### src/rtl/ldm_stm_sequencer_if.sv
// ldm_stm_sequencer_if: launch/stall inputs plus register-file and memory beat outputs of the sequencer
interface ldm_stm_sequencer_if #(parameter int NLIST = 16, parameter int AW = 32, parameter int RA_W = 32);
  logic start;
  logic [NLIST-1:0] reglist;
  logic [AW-1:0] base;
  logic [3:0] baseidx;
  logic load, up, pre, wback, stall;
  logic busy;
  logic [RA_W-1:0] ra, wa;
  logic we, mem_req, mem_we;
  logic [AW-1:0] mem_addr, base_wb_val;
  logic done;
  modport master (
    output start, reglist, base, baseidx, load, up, pre, wback, stall,
    input busy, ra, wa, we, mem_req, mem_we, mem_addr, base_wb_val, done
  );
  modport slave (
    input start, reglist, base, baseidx, load, up, pre, wback, stall,
    output busy, ra, wa, we, mem_req, mem_we, mem_addr, base_wb_val, done
  );
endinterface

### src/rtl/ldm_stm_sequencer.sv
// ldm_stm_sequencer: LDM/STM block-transfer micro-sequencer (define LDM_EMPTY_LIST_EN for the ARMv4 empty-list rule)
module ldm_stm_sequencer #(
  parameter int NLIST = 16,
  parameter int AW    = 32,
  parameter int RA_W  = 32
) (
  input logic clk,
  input logic reset,
  ldm_stm_sequencer_if.slave bus
);
  typedef enum logic [1:0] {IDLE, XFER, DONE} state_t;
  state_t state, state_nx;
  logic [NLIST-1:0] list, eff, oh, rest;
  logic [AW-1:0] addr, wb_val, size, start_addr;
  logic [3:0] bidx;
  logic ld, wb_en, wb_en_nx;
  always_comb begin
`ifdef LDM_EMPTY_LIST_EN
    eff = (bus.reglist == '0) ? {1'b1, {(NLIST-1){1'b0}}} : bus.reglist;
    size = (bus.reglist == '0) ? AW'(64) : AW'($countones(bus.reglist)) << 2;
`else
    eff = bus.reglist;
    size = AW'($countones(bus.reglist)) << 2;
`endif
    start_addr = bus.up ? bus.base + (bus.pre ? AW'(4) : '0) : bus.base - size + (bus.pre ? '0 : AW'(4));
    // A loaded base register overrides the writeback value
    wb_en_nx = bus.wback && !(bus.load && eff[bus.baseidx]);
    oh = list & (~list + NLIST'(1));
    rest = list & ~oh;
    state_nx = (state == IDLE) ? (bus.start ? ((eff != '0) ? XFER : DONE) : IDLE) :
               (state == XFER) ? ((!bus.stall && rest == '0) ? DONE : XFER) : IDLE;
    bus.busy = state != IDLE;
    bus.done = state == DONE;
    bus.mem_req = state == XFER;
    bus.mem_we = (state == XFER) && !ld;
    bus.mem_addr = (state == XFER) ? addr : '0;
    bus.ra = ((state == XFER) && !ld) ? RA_W'(oh) : '0;
    bus.wa = ((state == XFER) && ld) ? RA_W'(oh) : ((state == DONE) && wb_en) ? RA_W'(1) << bidx : '0;
    bus.we = ((state == XFER) && ld) || ((state == DONE) && wb_en);
    bus.base_wb_val = wb_val;
  end
  always_ff @(posedge clk) begin
    if (reset) begin
      state <= IDLE;
      list <= '0;
      addr <= '0;
      wb_val <= '0;
      bidx <= '0;
      ld <= 1'b0;
      wb_en <= 1'b0;
    end else begin
      state <= state_nx;
      if (state == IDLE && bus.start) begin
        list <= eff;
        addr <= start_addr;
        wb_val <= bus.up ? bus.base + size : bus.base - size;
        bidx <= bus.baseidx;
        ld <= bus.load;
        wb_en <= wb_en_nx;
      end else if (state == XFER && !bus.stall) begin
        list <= rest;
        addr <= addr + AW'(4);
      end
    end
  end
endmodule

### src/flat_wrapper.sv
// flat-port wrapper written by rule: the top's interface ports become plain ports
module ldm_stm_sequencer_flat 
#(
  parameter int NLIST = 16,
  parameter int AW    = 32,
  parameter int RA_W  = 32
)
  (clk, reset, bus_start, bus_reglist, bus_base, bus_baseidx, bus_load, bus_up, bus_pre, bus_wback, bus_stall, bus_busy, bus_ra, bus_wa, bus_we, bus_mem_req, bus_mem_we, bus_mem_addr, bus_base_wb_val, bus_done);
  ldm_stm_sequencer_if #(.NLIST(NLIST), .AW(AW), .RA_W(RA_W)) bus_i ();
  input logic clk;
  input logic reset;
  input wire logic [$bits(bus_i.start)-1:0] bus_start;
  input wire logic [$bits(bus_i.reglist)-1:0] bus_reglist;
  input wire logic [$bits(bus_i.base)-1:0] bus_base;
  input wire logic [$bits(bus_i.baseidx)-1:0] bus_baseidx;
  input wire logic [$bits(bus_i.load)-1:0] bus_load;
  input wire logic [$bits(bus_i.up)-1:0] bus_up;
  input wire logic [$bits(bus_i.pre)-1:0] bus_pre;
  input wire logic [$bits(bus_i.wback)-1:0] bus_wback;
  input wire logic [$bits(bus_i.stall)-1:0] bus_stall;
  output wire logic [$bits(bus_i.busy)-1:0] bus_busy;
  output wire logic [$bits(bus_i.ra)-1:0] bus_ra;
  output wire logic [$bits(bus_i.wa)-1:0] bus_wa;
  output wire logic [$bits(bus_i.we)-1:0] bus_we;
  output wire logic [$bits(bus_i.mem_req)-1:0] bus_mem_req;
  output wire logic [$bits(bus_i.mem_we)-1:0] bus_mem_we;
  output wire logic [$bits(bus_i.mem_addr)-1:0] bus_mem_addr;
  output wire logic [$bits(bus_i.base_wb_val)-1:0] bus_base_wb_val;
  output wire logic [$bits(bus_i.done)-1:0] bus_done;
  assign bus_i.start = bus_start;
  assign bus_i.reglist = bus_reglist;
  assign bus_i.base = bus_base;
  assign bus_i.baseidx = bus_baseidx;
  assign bus_i.load = bus_load;
  assign bus_i.up = bus_up;
  assign bus_i.pre = bus_pre;
  assign bus_i.wback = bus_wback;
  assign bus_i.stall = bus_stall;
  assign bus_busy = bus_i.busy;
  assign bus_ra = bus_i.ra;
  assign bus_wa = bus_i.wa;
  assign bus_we = bus_i.we;
  assign bus_mem_req = bus_i.mem_req;
  assign bus_mem_we = bus_i.mem_we;
  assign bus_mem_addr = bus_i.mem_addr;
  assign bus_base_wb_val = bus_i.base_wb_val;
  assign bus_done = bus_i.done;
  ldm_stm_sequencer #(.NLIST(NLIST), .AW(AW), .RA_W(RA_W)) u_core (.clk(clk), .reset(reset), .bus(bus_i));
endmodule
### config.mk
export PLATFORM = sky130hd
export DESIGN_NAME = ldm_stm_sequencer_flat
export DESIGN_NICKNAME = d
export VERILOG_FILES = /design/src/rtl/ldm_stm_sequencer_if.sv /design/src/rtl/ldm_stm_sequencer.sv /design/src/flat_wrapper.sv
export SDC_FILE = /design/constraint.sdc
export NUM_CORES = 1
export LEC_CHECK = 0
export CAP_MARGIN = 10
export CORE_MARGIN = 5
export CORE_UTILIZATION = 45
export CTS_BUF_LIST = sky130_fd_sc_hd__clkbuf_16
export DETAILED_ROUTE_END_ITERATION = 8
export PLACE_DENSITY_LB_ADDON = 0.12
export SYNTH_ARGS = -nofsm -noshare
export SYNTH_HDL_FRONTEND = slang
export SYNTH_SLANG_ARGS = --single-unit
### constraint.sdc
create_clock -name clk -period 15 [get_ports clk]
set_input_delay 3.75 -clock clk [delete_from_list [all_inputs] [get_ports clk]]
set_output_delay 3.75 -clock clk [all_outputs]
set_load 0.02 [all_outputs]
==> results.toml, run 1 <==
[finish]
seq_area_mm2 = 0.00176
antennaDiodeCount = 0
area_delta_synth_final_pct = 21.3
multiInputGateArea_mm2 = 0.00630
nNetsFinal = 1436
postLayoutCellArea_mm2 = 0.0106
nFillCells = 1920
final_cells = 1596
final_layout_size_suffix_gt1_share_pct = 4.06

[global_routing]
grt_overflow = 0
grt_usage_pct = 25.7
grt_max_degree = 83
grt_pass1_wl_mm = 45.8
antenna_found_initial = 0
grt_pass1_vias = 8350

[cts]
cts_resized = 0
htreeDepth = 3
ctsLongestPathBuffers = 2
cts_setup_buffers = 0
path_clk_slew_ns = 0.07
cts_tree = "yes"
cts.sinks = 88
root_buffer = "clkbuf_16"
ctsHoldBuffers = 0
cts_buffers = 9
clk_latency_ns = 0.35

[synthesis]
netlist_instances = 1232
synthDistinctLibCells = 75
synth-seq-cells = 88
synthMuxAreaShare_pct = 3.03
synthArstFlopShare_pct = 0
postSynthAreaPerCell_um2 = 7.11
ys.flop_type = "dfxtp_1"
synth_area_mm2 = 0.00875
yosys.area_share.adder_pct = 8.60
synth_edf_count = 0
yosysTopAreaCellShare_pct = 20.1
yosys.area_share.simple_pct = 28.9
synth_top_family_by_area = "simple AND/OR/NAND/NOR gates"
ys_seq_area_share_pct = 20.1
synth-xor-area-share_pct = 9.70
synth_compound_area_share_pct = 20.3
synth_top_area_cell = "dfxtp_1"
synth.area.top_cells = "dfxtp_1 20%, nand2_1 5.9%, nor2_1 5.7%, ha_1 5.3%, xnor2_1 5.2%"
ys.warnings.count = 0

[drt]
route.met2.wl_mm = 12.9
vias_per_cell = 5.70
dr.first_iter.drc_count = 704
wl_per_cell_um = 18.4
wirelength_mm = 29.4
first_pass_iters = 6
drt-met1-wl_mm = 13.5
drc = 0
top_layer = "met4"
ant_nets = 0
vias = 9091
met3_length_mm = 2.21

[die]
start_util_pct = 45.3
row_count = 51
dieHeight_um = 149
die_width_um = 149
ios = 193
core_area_mm2 = 0.0193
die-area_mm2 = 0.0223

[setup_path]
reg2regPathDepth = 10
critPathArrivalTime_ns = 11.19
cp-start-kind = "input pin"
crit_fanout = 11
r2r_setup_slack_ns = 11.23
end_kind = "flop"
crit_required_ns = 15.21
path_class = "input pin to flop"

[sta]
fin_crit_sh_pct = 73.2
worst-slew-pin-transition_ns = 1.09
layout_min_cycle_time_ns = 10.98
slew_viol_final = 0
max-slew-margin-rel_pct = 27.2
hold_viol_final = 0
fin_skew_ns = 0.00484
final-setup-viol-count = 0
rsz0062_at_grt = "no"
fmax_mhz = 91.1
setup_tns_ns = 0

[placed_design]
dpl-instance-area_mm2 = 0.0103
dp_cells = 1580
gp_congestion = 0.972
portBuffers = 160
hpwl_mm = 22.2

[status]
status = "complete, no violations"

[power_and_ir_drop]
power_uw = 1340
power_density_mw_per_mm2 = 126
leakagePower_uw = 0.00397
vdd_drop_max_uv = 100

[hold_path]
worstHoldPathCells = 2
min_path_type = "flop to flop"

[flow_run]
drv_cap = 0
-- placed cells by master (no fill, tap or decap), types with 4 or more instances in the layout --
master | synthesis | final
a2111oi_0 | 5 | 5
a211oi_1 | 29 | 29
a21o_1 | 4 | 4
a21oi_1 | 77 | 77
a22oi_1 | 14 | 14
a31oi_1 | 9 | 9
and2_1 | 40 | 39
and3_1 | 25 | 25
buf_4 | 33 | 12
clkbuf_16 | 0 | 9
clkdlybuf4s50_1 | 0 | 158
conb_1 | 1 | 32
dfxtp_1 | 88 | 88
fa_1 | 13 | 13
ha_1 | 37 | 37
inv_1 | 59 | 59
mux2i_1 | 13 | 13
mux4_2 | 5 | 5
nand2_1 | 138 | 137
nand2b_1 | 15 | 15
nand3_1 | 43 | 43
nand4_1 | 23 | 23
nor2_1 | 134 | 134
nor2b_1 | 6 | 6
nor3_1 | 39 | 39
nor4_1 | 15 | 15
o211ai_1 | 5 | 5
o21ai_0 | 42 | 42
o21bai_1 | 4 | 4
o22ai_1 | 26 | 26
o311ai_0 | 6 | 5
o31ai_1 | 8 | 8
or2_2 | 5 | 5
or3_1 | 14 | 14
or4_1 | 10 | 10
xnor2_1 | 52 | 52
xor2_1 | 45 | 45
-- through the flow --
stage / setup WS (ns) / utilization (%) / hold slack, ns
2_1_floorplan: 4.84 / - / 0.432
3_3_place_gp: 3.71 / 53.3 / 0.439
3_5_place_dp: 3.79 / 53.3 / 0.444
4_1_cts: 4.13 / 54.9 / 0.454
5_1_grt: 3.71 / 54.9 / 0.482
6_report: 4.02 / 54.9 / 0.452
-- cells in the mapped netlist, types with 8 or more instances --
library cell and number:
nand2_1 138, nor2_1 134, dfxtp_1 88, a21oi_1 77, clkbuf_1 67, inv_1 59, xnor2_1 52, xor2_1 45
nand3_1 43, o21ai_0 42, and2_1 40, nor3_1 39, ha_1 37, buf_4 33, a211oi_1 29, o22ai_1 26
and3_1 25, nand4_1 23, nand2b_1 15, nor4_1 15, a22oi_1 14, buf_1 14, or3_1 14, fa_1 13
mux2i_1 13, or4_1 10, a31oi_1 9, o31ai_1 8
-- logic make-up (layout without fill, tap and decap cells) --
logic type / count (synthesis) / in the layout
buffers and inverters: 181 / 249
multiplexers: 20 / 20
AND/OR/NAND/NOR: 522 / 522
other: 1 / 32
adder cells (fa/ha/maj): 53 / 53
AO/OA/AOI/OAI: 270 / 270
flip-flops: 88 / 88
XOR/XNOR: 97 / 97
-- flip-flops by register name, indices dropped and copies added, names as in the netlist --
signal	flops
u_core.ld	1
u_core.bidx	4
u_core.wb_en	1
u_core.bus.base_wb_val	32
u_core.state	2
u_core.list	16
u_core.addr	32
-- power by group --
group	leakage [uW]	internal [uW]	switching (uW)
clock	0.000147	133	111
combinational	0.00310	302	501
sequential	0.000726	265	29.9
total	0.00397	700	641
-- critical path: stages --
cell and delay [ns]:
clkdlybuf4s50_1 0.54, inv_1 0.06, ha_1 0.28, inv_1 0.05
fa_1 0.52, inv_1 0.05, fa_1 0.44, fa_1 0.52
inv_1 0.06, fa_1 0.47, inv_1 0.07, ha_1 0.18
a21o_1 0.12, a21o_1 0.21, inv_1 0.06, ha_1 0.26
or4_1 0.55, nor4_1 0.30, buf_4 0.23, nand4_1 0.20
or4_1 0.52, a211o_1 0.41, nor4_1 0.70, mux2i_1 0.29
xnor2_1 0.13, a21oi_1 0.16, nor2_1 0.05
-- worst paths after layout --
| kind | start | endpoint |
|---|---|---|
| worst min-delay path | u_core.addr[1] | u_core.addr[1] |
| worst max-delay path | bus_reglist[2] | u_core.addr[24] |
| worst max register to register | u_core.list[3] | u_core.state[1] |
| worst min register to register | u_core.addr[1] | u_core.addr[1] |
-- cell type report --
class	count	area share (%)
multi-input cells	994	59.3
flip-flops and latches	88	16.6
repair buffers	172	15.8
clock inverters	7	0.849
well taps	265	3.12
clock buffers	9	2.12
inverters	61	2.16
-- per-layer routing --
metal | global-route usage, % | up-vias
met2 | 40.1 | 387
met4 | 8.47 | 0
met5 | 0 | -
met1 | 36.4 | 4195
met3 | 4.03 | 54
li1 | - | 4455
Note: power is estimated with default switching activity, not from simulation.
==> run 2, diff against run 1 <==
- clock period: 15 -> 10.8 ns (I/O delays scaled with it)
==> results.toml, run 2 (synthesis gave the netlist of run 1 again) <==
[drt]
dr.first_iter.drc_count = 835
ant_nets = 0
first_pass_iters = 5
drc = 0
wirelength_mm = 29.6
wl_per_cell_um = 18.5
vias = 9171
vias_per_cell = 5.73

[sta]
worst-slew-pin-transition_ns = 1.11
rsz0062_at_grt = "no"
fmax_mhz = 99.9
final-setup-viol-count = 0
slew_viol_final = 0
hold_viol_final = 0
max-slew-margin-rel_pct = 26.0
layout_min_cycle_time_ns = 10.01
setup_tns_ns = 0
fin_skew_ns = 0.00752
fin_crit_sh_pct = 92.7

[placed_design]
dpl-instance-area_mm2 = 0.0103
hpwl_mm = 22.5
dp_cells = 1585
gp_congestion = 0.960
portBuffers = 160

[cts]
cts_tree = "yes"
htreeDepth = 3
cts_setup_buffers = 0
root_buffer = "clkbuf_16"
clk_latency_ns = 0.35
cts_resized = 0
cts.sinks = 88
path_clk_slew_ns = 0.07
cts_buffers = 9
ctsHoldBuffers = 0
ctsLongestPathBuffers = 2

[die]
dieHeight_um = 149
die_width_um = 149
core_area_mm2 = 0.0193
die-area_mm2 = 0.0223
row_count = 51
start_util_pct = 45.3
ios = 193

[global_routing]
grt_overflow = 0
grt_pass1_wl_mm = 46.3
antenna_found_initial = 0
grt_max_degree = 83
grt_usage_pct = 25.8
grt_pass1_vias = 8451

[power_and_ir_drop]
leakagePower_uw = 0.00399
power_density_mw_per_mm2 = 175
vdd_drop_max_uv = 142

[hold_path]
min_path_type = "flop to flop"

[finish]
layout_common_cells = "158 x clkdlybuf4s50_1, 137 x nand2_1, 134 x nor2_1"
nFillCells = 1895
final_common_cell = "clkdlybuf4s50_1"
postLayoutCellArea_mm2 = 0.0106
area_delta_synth_final_pct = 21.5
antennaDiodeCount = 0
final_layout_size_suffix_gt1_share_pct = 4.42
nNetsFinal = 1441
final_cells = 1601

[setup_path]
crit_required_ns = 11.00
critPathArrivalTime_ns = 10.21
path_class = "input pin to flop"
cp-start-kind = "input pin"
end_kind = "flop"
crit_fanout = 11

[status]
status = "complete, no violations"

[flow_run]
drv_cap = 0
[run 2: cell count changes in the layout (fill, tap and decap cells not counted), sizes merged]
| cell | change |
|---|---|
| buf | +5 |
| inv | +1 |
| clkinv | -1 |
[run 2: critical path: stages]
cell and delay, ns:
clkdlybuf4s50_1 0.55, inv_1 0.06, ha_1 0.27, inv_1 0.05, fa_1 0.54, inv_1 0.06
fa_1 0.44, fa_1 0.52, inv_1 0.06, fa_1 0.47, inv_1 0.07, ha_1 0.18
a21o_1 0.12, a21o_1 0.18, inv_1 0.06, ha_1 0.27, or4_1 0.55, nor4_1 0.32
buf_4 0.23, nand4_1 0.18, or4_1 0.49, a211o_1 0.42, nor4_1 0.75, mux2i_1 0.32
xnor2_1 0.15, a21oi_1 0.16, nor2_1 0.05
[run 2: where the power goes]
| part | internal, uW | switching (uW) | total (uW) |
|---|---|---|---|
| Combinational | 422 | 697 | 1120 |
| Clock | 182 | 145 | 327 |
| Sequential | 369 | 42.4 | 411 |
| Total | 972 | 885 | 1860 |
[run 2: layer usage]
metal	share of wire [%]	GRT usage (%)	vias up
met4	2.8	8.83	0
met2	45	40.7	385
met5	0	0	-
li1	-	-	4484
met3	7.9	4.36	50
met1	45	35.9	4252
[run 2: path summary, 6_finish.rpt]
| path | from | slack, ns | end | depth (start not counted) |
|---|---|---|---|---|
| setup reg to reg | u_core.list[3] | 7.29 | u_core.state[1] | 10 |
| hold reg to reg | u_core.addr[1] | 0.45 | u_core.addr[1] | 2 |
| hold / removal | u_core.addr[1] | 0.45 | u_core.addr[1] | 2 |
| setup / recovery | bus_reglist[2] | 0.79 | u_core.addr[24] | 27 |
[run 2: metrics by stage]
step	hold WS [ns]	setup WS [ns]	util, %	power [uW]
detailed placement	0.443	0.493	53.5	1520
finish	0.452	0.790	55.0	1860
global placement	0.439	0.555	53.5	1500
global route	0.472	0.429	55.0	1990
floorplan	0.432	1.69	-	1200
CTS	0.454	0.827	55.0	1850
[run 2: layout make-up]
type / count / area [um2] / area share (%)
sequential: 88 / 1760 / 16.6
clock inverter: 7 / 76.3 / 0.717
multi-input combinational: 994 / 6300 / 59.2
tap: 265 / 332 / 3.12
clock buffer: 9 / 225 / 2.12
inverter: 61 / 229 / 2.15
timing repair buffer: 177 / 1720 / 16.2
==> run 3, diff against run 2 <==
- SLEW_MARGIN: default -> 15
==> results of run 3 <==
Final layout, timing and power as in run 2 (identical DEF).
